==> config.mk <==
export PLATFORM = sky130hd
export DESIGN_NAME = mem_sequencer
export DESIGN_NICKNAME = d
export VERILOG_FILES = /design/src/rtl/mem_sequencer.sv
export SDC_FILE = /design/constraint.sdc
export NUM_CORES = 1
export LEC_CHECK = 0
export BUFFER_PORTS_ARGS = -buffer_cell sky130_fd_sc_hd__buf_2
export CAP_MARGIN = 30
export CORE_UTILIZATION = 45
export CTS_CLUSTER_DIAMETER = 30
export DETAILED_ROUTE_END_ITERATION = 7
export PLACE_DENSITY_LB_ADDON = 0.3
export SETUP_SLACK_MARGIN = 0.4
export SKIP_LAST_GASP = 1
export SLEW_MARGIN = 25
export SYNTH_ARGS = -nofsm -noshare
export SYNTH_HDL_FRONTEND = slang
export SYNTH_SLANG_ARGS = --single-unit
==> constraint.sdc <==
create_clock -name clk -period 2.6 [get_ports clk]
set_input_delay 0.52 -clock clk [delete_from_list [all_inputs] [get_ports clk]]
set_output_delay 0.52 -clock clk [all_outputs]
set_load 0.05 [all_outputs]
==> src/rtl/mem_sequencer.sv <==
// Memory-access sequencer: owns the PC and turns fetch/load/store requests into timed RAM command sequences.
// Optional MEM_SEQ_BOUNDS_EN adds the err port and suppresses accesses whose top address bit is set.
module mem_sequencer #(
   parameter int                ADDR_W   = 9,
   parameter int                DATA_W   = 16,
   parameter logic [ADDR_W-1:0] RESET_PC = {ADDR_W{1'b0}}
) (
   input  logic              clk,
   input  logic              reset_n,
   input  logic              fetch_req,
   input  logic              ls_req,
   input  logic              ls_write,
   input  logic [ADDR_W-1:0] ls_addr,
   input  logic [DATA_W-1:0] ls_wdata,
   input  logic              pc_load,
   input  logic [ADDR_W-1:0] pc_load_val,
   input  logic [DATA_W-1:0] read_data,
   output logic [1:0]        mem_cmd,
   output logic [ADDR_W-1:0] mem_addr,
   output logic [DATA_W-1:0] write_data,
   output logic [ADDR_W-1:0] pc,
   output logic [DATA_W-1:0] instr,
   output logic [DATA_W-1:0] ld_data,
   output logic              done,
   output logic              busy
`ifdef MEM_SEQ_BOUNDS_EN
  ,output logic              err
`endif
);

   localparam logic [1:0] CMD_NONE  = 2'b00;
   localparam logic [1:0] CMD_READ  = 2'b01;
   localparam logic [1:0] CMD_WRITE = 2'b10;

   typedef enum logic [2:0] {
      ST_IDLE = 3'd0,
      ST_F1   = 3'd1,
      ST_F2   = 3'd2,
      ST_L1   = 3'd3,
      ST_L2   = 3'd4,
      ST_S1   = 3'd5,
      ST_ERR  = 3'd6
   } state_t;

   state_t              state_r;
   logic [1:0]          mem_cmd_r;
   logic [ADDR_W-1:0]   mem_addr_r;
   logic [DATA_W-1:0]   write_data_r;
   logic [ADDR_W-1:0]   pc_r;
   logic [DATA_W-1:0]   instr_r;
   logic [DATA_W-1:0]   ld_data_r;
   logic                done_r;
   logic                busy_r;
   logic [ADDR_W-1:0]   pc_sel_s;
   logic                ls_bad_s;
   logic                fetch_bad_s;
`ifdef MEM_SEQ_BOUNDS_EN
   logic                err_r;
`endif

   function automatic logic [ADDR_W-1:0] pc_inc(input logic [ADDR_W-1:0] p);
      return p + {{(ADDR_W-1){1'b0}}, 1'b1};
   endfunction

   // PC seen by an IDLE-cycle fetch: a same-cycle pc_load bypasses the old value
   always_comb begin
      pc_sel_s = pc_r;
      if (pc_load) begin
         pc_sel_s = pc_load_val;
      end else begin
         pc_sel_s = pc_r;
      end
   end

`ifdef MEM_SEQ_BOUNDS_EN
   assign ls_bad_s    = ls_addr[ADDR_W-1];
   assign fetch_bad_s = pc_sel_s[ADDR_W-1];
`else
   assign ls_bad_s    = 1'b0;
   assign fetch_bad_s = 1'b0;
`endif

   // Sequencer FSM; every output is registered here
   always_ff @(posedge clk) begin
      if (!reset_n) begin
         state_r      <= ST_IDLE;
         mem_cmd_r    <= CMD_NONE;
         mem_addr_r   <= RESET_PC;
         write_data_r <= {DATA_W{1'b0}};
         pc_r         <= RESET_PC;
         instr_r      <= {DATA_W{1'b0}};
         ld_data_r    <= {DATA_W{1'b0}};
         done_r       <= 1'b0;
         busy_r       <= 1'b0;
`ifdef MEM_SEQ_BOUNDS_EN
         err_r        <= 1'b0;
`endif
      end else begin
         done_r <= 1'b0;
`ifdef MEM_SEQ_BOUNDS_EN
         err_r  <= 1'b0;
`endif
         case (state_r)
            ST_IDLE: begin
               pc_r       <= pc_sel_s;
               mem_addr_r <= pc_sel_s;
               mem_cmd_r  <= CMD_NONE;
               if (ls_req) begin
                  // mem_addr doubles as the latched load/store address
                  mem_addr_r <= ls_addr;
                  busy_r     <= 1'b1;
                  if (ls_bad_s) begin
                     state_r <= ST_ERR;
                  end else if (ls_write) begin
                     state_r      <= ST_S1;
                     mem_cmd_r    <= CMD_WRITE;
                     write_data_r <= ls_wdata;
                  end else begin
                     state_r   <= ST_L1;
                     mem_cmd_r <= CMD_READ;
                  end
               end else if (fetch_req) begin
                  busy_r <= 1'b1;
                  if (fetch_bad_s) begin
                     state_r <= ST_ERR;
                  end else begin
                     state_r   <= ST_F1;
                     mem_cmd_r <= CMD_READ;
                  end
               end else begin
                  state_r <= ST_IDLE;
                  busy_r  <= 1'b0;
               end
            end
            ST_F1: begin
               state_r <= ST_F2;
            end
            ST_F2: begin
               instr_r    <= read_data;
               pc_r       <= pc_inc(pc_r);
               mem_addr_r <= pc_inc(pc_r);
               mem_cmd_r  <= CMD_NONE;
               state_r    <= ST_IDLE;
               busy_r     <= 1'b0;
               done_r     <= 1'b1;
            end
            ST_L1: begin
               state_r <= ST_L2;
            end
            ST_L2: begin
               ld_data_r  <= read_data;
               mem_addr_r <= pc_r;
               mem_cmd_r  <= CMD_NONE;
               state_r    <= ST_IDLE;
               busy_r     <= 1'b0;
               done_r     <= 1'b1;
            end
            ST_S1: begin
               mem_addr_r <= pc_r;
               mem_cmd_r  <= CMD_NONE;
               state_r    <= ST_IDLE;
               busy_r     <= 1'b0;
               done_r     <= 1'b1;
            end
            ST_ERR: begin
               mem_addr_r <= pc_r;
               mem_cmd_r  <= CMD_NONE;
               state_r    <= ST_IDLE;
               busy_r     <= 1'b0;
               done_r     <= 1'b1;
`ifdef MEM_SEQ_BOUNDS_EN
               err_r      <= 1'b1;
`endif
            end
            default: begin
               mem_addr_r <= pc_r;
               mem_cmd_r  <= CMD_NONE;
               state_r    <= ST_IDLE;
               busy_r     <= 1'b0;
            end
         endcase
      end
   end

   assign mem_cmd    = mem_cmd_r;
   assign mem_addr   = mem_addr_r;
   assign write_data = write_data_r;
   assign pc         = pc_r;
   assign instr      = instr_r;
   assign ld_data    = ld_data_r;
   assign done       = done_r;
   assign busy       = busy_r;
`ifdef MEM_SEQ_BOUNDS_EN
   assign err        = err_r;
`endif

endmodule
Yosys cells after proc, flatten, opt, wreduce, memory -nomap -nowiden
Cells that the tools add are included.
Widths: inputs -> output; s select.
{"block": "totals", "ff_bits": 73}
{"block": "classes", "eq_ne": 6, "reduce_logical": 5, "n_mux": 16, "addsub": 1}
{"operator": "$pmux 9 s3", "count": 1}
{"operator": "$mux 9", "count": 2}
{"operator": "$pmux 9 s2", "count": 1}
{"operator": "$add 9x1->9 const B", "count": 1}
{"operator": "$eq 3x3->1 const B", "count": 3}
{"operator": "$pmux 3 s3", "count": 1}
{"operator": "$eq 3x2->1 const B", "count": 2}
{"operator": "$mux 3", "count": 2}
{"operator": "$mux 1", "count": 5}
{"operator": "$mux 2", "count": 2}
{"operator": "$pmux 2 s2", "count": 1}
{"operator": "$reduce_or 4->1", "count": 1}
{"operator": "$eq 3x1->1 const B", "count": 1}
{"operator": "$logic_not 3->1", "count": 1}
{"operator": "$reduce_and 3->1", "count": 1}
{"operator": "$pmux 1 s2", "count": 1}
{"operator": "$reduce_bool 2->1", "count": 1}
{"operator": "$reduce_or 2->1", "count": 1}

Logic depth before layout (Yosys ltp)
{"block": "depth", "ltp_word": 3, "mapped_depth": 6}

Worst setup path after synthesis
OpenSTA, ideal clock, no wires.
{"block": "synth_timing", "path_type": "reg-to-reg", "from": "reg pc_r[0] (netlist: pc[0])", "to": "reg mem_addr_r[4] (netlist: mem_addr[4])", "t_required_ns": 2.478, "arrival_ns": 1.714, "slack_ns": 0.765, "synth_period_minus_slack_ns": 1.835, "path_buffers": 0, "stages_incl_launch_ff": 6, "cell_sequence": "dfxtp_1 ha_1 nand3_1 xor2_1 nor2_1 o311a_1"}
{"block": "synth_between", "elab_chain_cells": 2}
{"element": "from (decl)", "line": "49", "rtl": "logic [ADDR_W-1:0] pc_r;"}
{"element": "from (signal assigned)", "line": "105", "rtl": "pc_r <= pc_sel_s;"}
{"element": "from (signal assigned)", "line": "140", "rtl": "pc_r <= pc_inc(pc_r);"}
{"element": "$add 9x1->9", "line": "62", "rtl": "return p + {{(ADDR_W-1){1'b0}}, 1'b1};"}
{"element": "$pmux 9 s3", "line": "103", "rtl": "case (state_r)"}
{"element": "to (signal assigned)", "line": "106", "rtl": "mem_addr_r <= pc_sel_s;"}
{"element": "to (signal assigned)", "line": "110", "rtl": "mem_addr_r <= ls_addr;"}
{"element": "to (signal assigned)", "line": "141", "rtl": "mem_addr_r <= pc_inc(pc_r);"}
{"element": "to (decl)", "line": "47", "rtl": "logic [ADDR_W-1:0] mem_addr_r;"}
Every way passes these cells.
A chain may end at the register's enable or synchronous reset.

Worst setup path in the final report
{"block": "layout_timing", "from": "reg state_r[2]", "to": "reg pc_r[4] (netlist: pc[4])"}
{"block": "layout_between", "elab_chain_cells": 2}
{"element": "from (decl)", "line": "45", "rtl": "state_t state_r;"}
{"element": "from (signal assigned)", "line": "86", "rtl": "state_r <= ST_IDLE;"}
{"element": "from (signal assigned)", "line": "113", "rtl": "state_r <= ST_ERR;"}
{"element": "from (signal assigned)", "line": "115", "rtl": "state_r <= ST_S1;"}
{"element": "$eq 3x2->1 / $logic_not 3->1 (equally long branches)", "line": "103"}
{"element": "$pmux 9 s2 / $reduce_bool 2->1 (equally long branches)"}
Parallel ways exist; a longest one is shown, timed or not.

==> results.md <==
- FFs w/ async S/R, synth: 0%
- Pins Over Slew Limit: 0
- WL/cell: between 10 and 15 microns
- HPWL after detailed placement: around 6200 microns
- Routed vias/inst: ~5.2
- Final hold slack: ~410 ps
- Max_cap viols: 0
- Post-route cell area: 4260 sq um
- R2R cell count: 4
- Share of cells above drive strength 1: between 30% and 40%
- Outcome: finished, final reports clean
- Maximum vdd drop: approximately 0.00029 V
- WP data required: ~2900 ps
- Global route overflow: 0
- Worst slew margin: 42.6%
- Die Footprint: approximately 7900 sq um
- Floorplan die width: between 80 and 90 microns
- Sequential element share of the synthesized area: 42.8%
- Routed WL: 8740 microns
- Top cell type's share of synthesized area: approximately 43%
- Top post-synthesis cells by area: dfxtp_1 43%, nand2_1 12%, a21boi_0 8.8%, a21boi_2 3.3%, o21ai_0 3.1%
- Setup Skew: between 10 and 15 ps
- Final worst slack: 614 ps
- Initial core utilization: 46.8%
- R2R Path Start: state_r[2]
- Synthesized Nets: roughly 460
- Dpl ws: between 500 and 600 ps
- Crit Path Max Fanout: 23
- CP arrival: approximately 2300 ps
- Final core utilization: between 50% and 60%
- Clock buffer depth: 2
- Worst Tran Pin Value: 860 ps
- Worst hold stages: 3
- Number of top-level pins: ~130
- Reg2reg setup slack: approximately 610 ps
- Routed vias: 3212
- Clk Latency, worst-skew pair: 350 ps
- Final #Nets: between 500 and 600
- CP Launch Type: register
- Setup violators final: 0
- GRT Resource Usage Total: between 20% and 30%
- Initial antenna violation count: 0
- Final TNS setup: 0 ps
- Syn Inst Count: 404
- First-pass GRT wire length: roughly 13000 microns
- Vias in the first global route: a little under 3000
- CP endpoint kind: register
- Inserted Diodes: 0
- Most used DFF post-synth: dfxtp_1
- CTS buffer count: 9
- Clock transition at path regs: roughly 80 ps
- Pwr dens: 708 nW/um^2
- List of most frequent post-synthesis cells: 108 x nand2_1, 73 x dfxtp_1, 40 x a21boi_0, 21 x o21ai_0, 14 x clkbuf_1
- H-tree Lvls: 3
- Synth warn: 0
- RSZ-0062 raised after global routing: false
- CTS tree: yes
- Reg2reg end: pc[4]
- Clk sink count: 73
- Cell taking the most area after synthesis: dfxtp_1
- Die Span Y: 89.1 microns
- Period utilization: about three quarters
- Count leader, synth: nand2_1
- Tmin final: between 1500 and 2000 ps
- Clock root cell: clkbuf_8
- Hold Path End: write_data[11]
- Antenna-violating nets left: 0
- Buffers on Ports: 125
- GP Congestion: around 0.94
- Hold_buf cts: 0
- Area after DPL: between 4000 and 5000 sq um
- Synthesized flop and latch total: 73
- FP Rows: 31
- Crit Path Class: register to register
- Syn_area_per_cell: around 8.4 sq um
- Number of synthesized flops with an enable pin: 0
- Largest net degree at the start of global routing: 43
- Leak pwr: 1.87 nW
- Core area: around 7300 sq um
- Initial DRC Count: 140
- Final Hold Viols: 0
- Min-Delay Startpoint: ls_wdata[11]
- Worst hold path class: input pin to register
- Post-Syn Area: between 3000 and 4000 sq um
- Max Clk Rate: ~0.5 GHz
- Area grow syn2layout: 25.0%
- Netlist cell types: 58
- 1st-pass router iterations: 5
- Residual DRC count: 0
[cell families after synthesis]
logic type               after synthesis  share of synthesized area, %
AND/OR/NAND/NOR                      169                          23.1
AO/OA/AOI/OAI                        113                          24.8
flip-flops                            73                          42.8
buffers and inverters                 36                          5.46
multiplexers                          10                          2.93
XOR/XNOR                               2                         0.513
adder cells (fa/ha/maj)                1                         0.367
[report_power, final]
part | switching [mW] | internal (mW) | total (mW)
sequential | 0.0983 | 1.20 | 1.30
combinational | 0.506 | 0.215 | 0.721
clock | 0.449 | 0.548 | 0.997
total | 1.05 | 1.96 | 3.02
[sequential cells by signal, summed over array words and instances (netlist names)]
signal      flops
mem_addr        9
busy            1
ld_data        16
pc              9
instr          16
done            1
state_r         3
mem_cmd         2
write_data     16
[placed cells by master, fill, tap and decap left out, drive strengths merged, types with 3 or more instances in the layout]
master and n:
a211oi 3, a21boi 51, a21oi 8, and3 7, buf 128, clkbuf 9, dfxtp 73, inv 8
mux2i 10, nand2 119, nand3 13, nor2 11, nor2b 3, nor3 4, o211ai 5, o21a 3
o21ai 21, o221ai 3
[routing by layer]
layer	global-route usage [%]	wire, microns	up-vias
met3	4.25	692	13
met2	35.9	4070	129
li1	-	-	1623
met5	0	0	-
met1	28.4	3860	1447
met4	10.5	121	0
[final cells by class]
type	count	area (sq um)
sequential	73	1460
inverter	6	22.5
timing repair buffer	128	661
clock inverter	7	101
multi-input combinational	295	1770
clock buffer	9	124
tap	99	124
fill	694	3030
[worst max-delay path, cell delays in order (launching register included)]
cell and delay, ps:
dfxtp_1 580, nor2_2 600, nand2_2 350, o221ai_1 270, and2_1 140
[worst max path at each step]
stage	startpoint	endpoint	slack (ps)	depth (start not counted)
floorplan	pc[0]	mem_addr[4]	760	5
global placement	state_r[1]	ld_data[12]	690	4
detailed placement	state_r[1]	ld_data[4]	550	4
CTS	state_r[1]	ld_data[4]	550	4
global route	state_r[2]	instr[4]	540	4
finish	state_r[2]	pc[4]	610	4
[through the flow]
| stage | total power, mW | instances |
|---|---|---|
| 6_report | 3.02 | 617 |
| 2_1_floorplan | 1.86 | 404 |
| 4_1_cts | 3.03 | 617 |
| 3_3_place_gp | 2.03 | 601 |
| 5_1_grt | 3.15 | 617 |
| 3_5_place_dp | 2.04 | 601 |
[what timing repair did]
item | CTS | global route
resized for setup | 0 | 2
hold endpoints to repair | 0 | 0
setup buffers | 0 | 0
endpoints found under the setup margin | 0 | 10
Note: power is estimated with default switching activity, not from simulation.
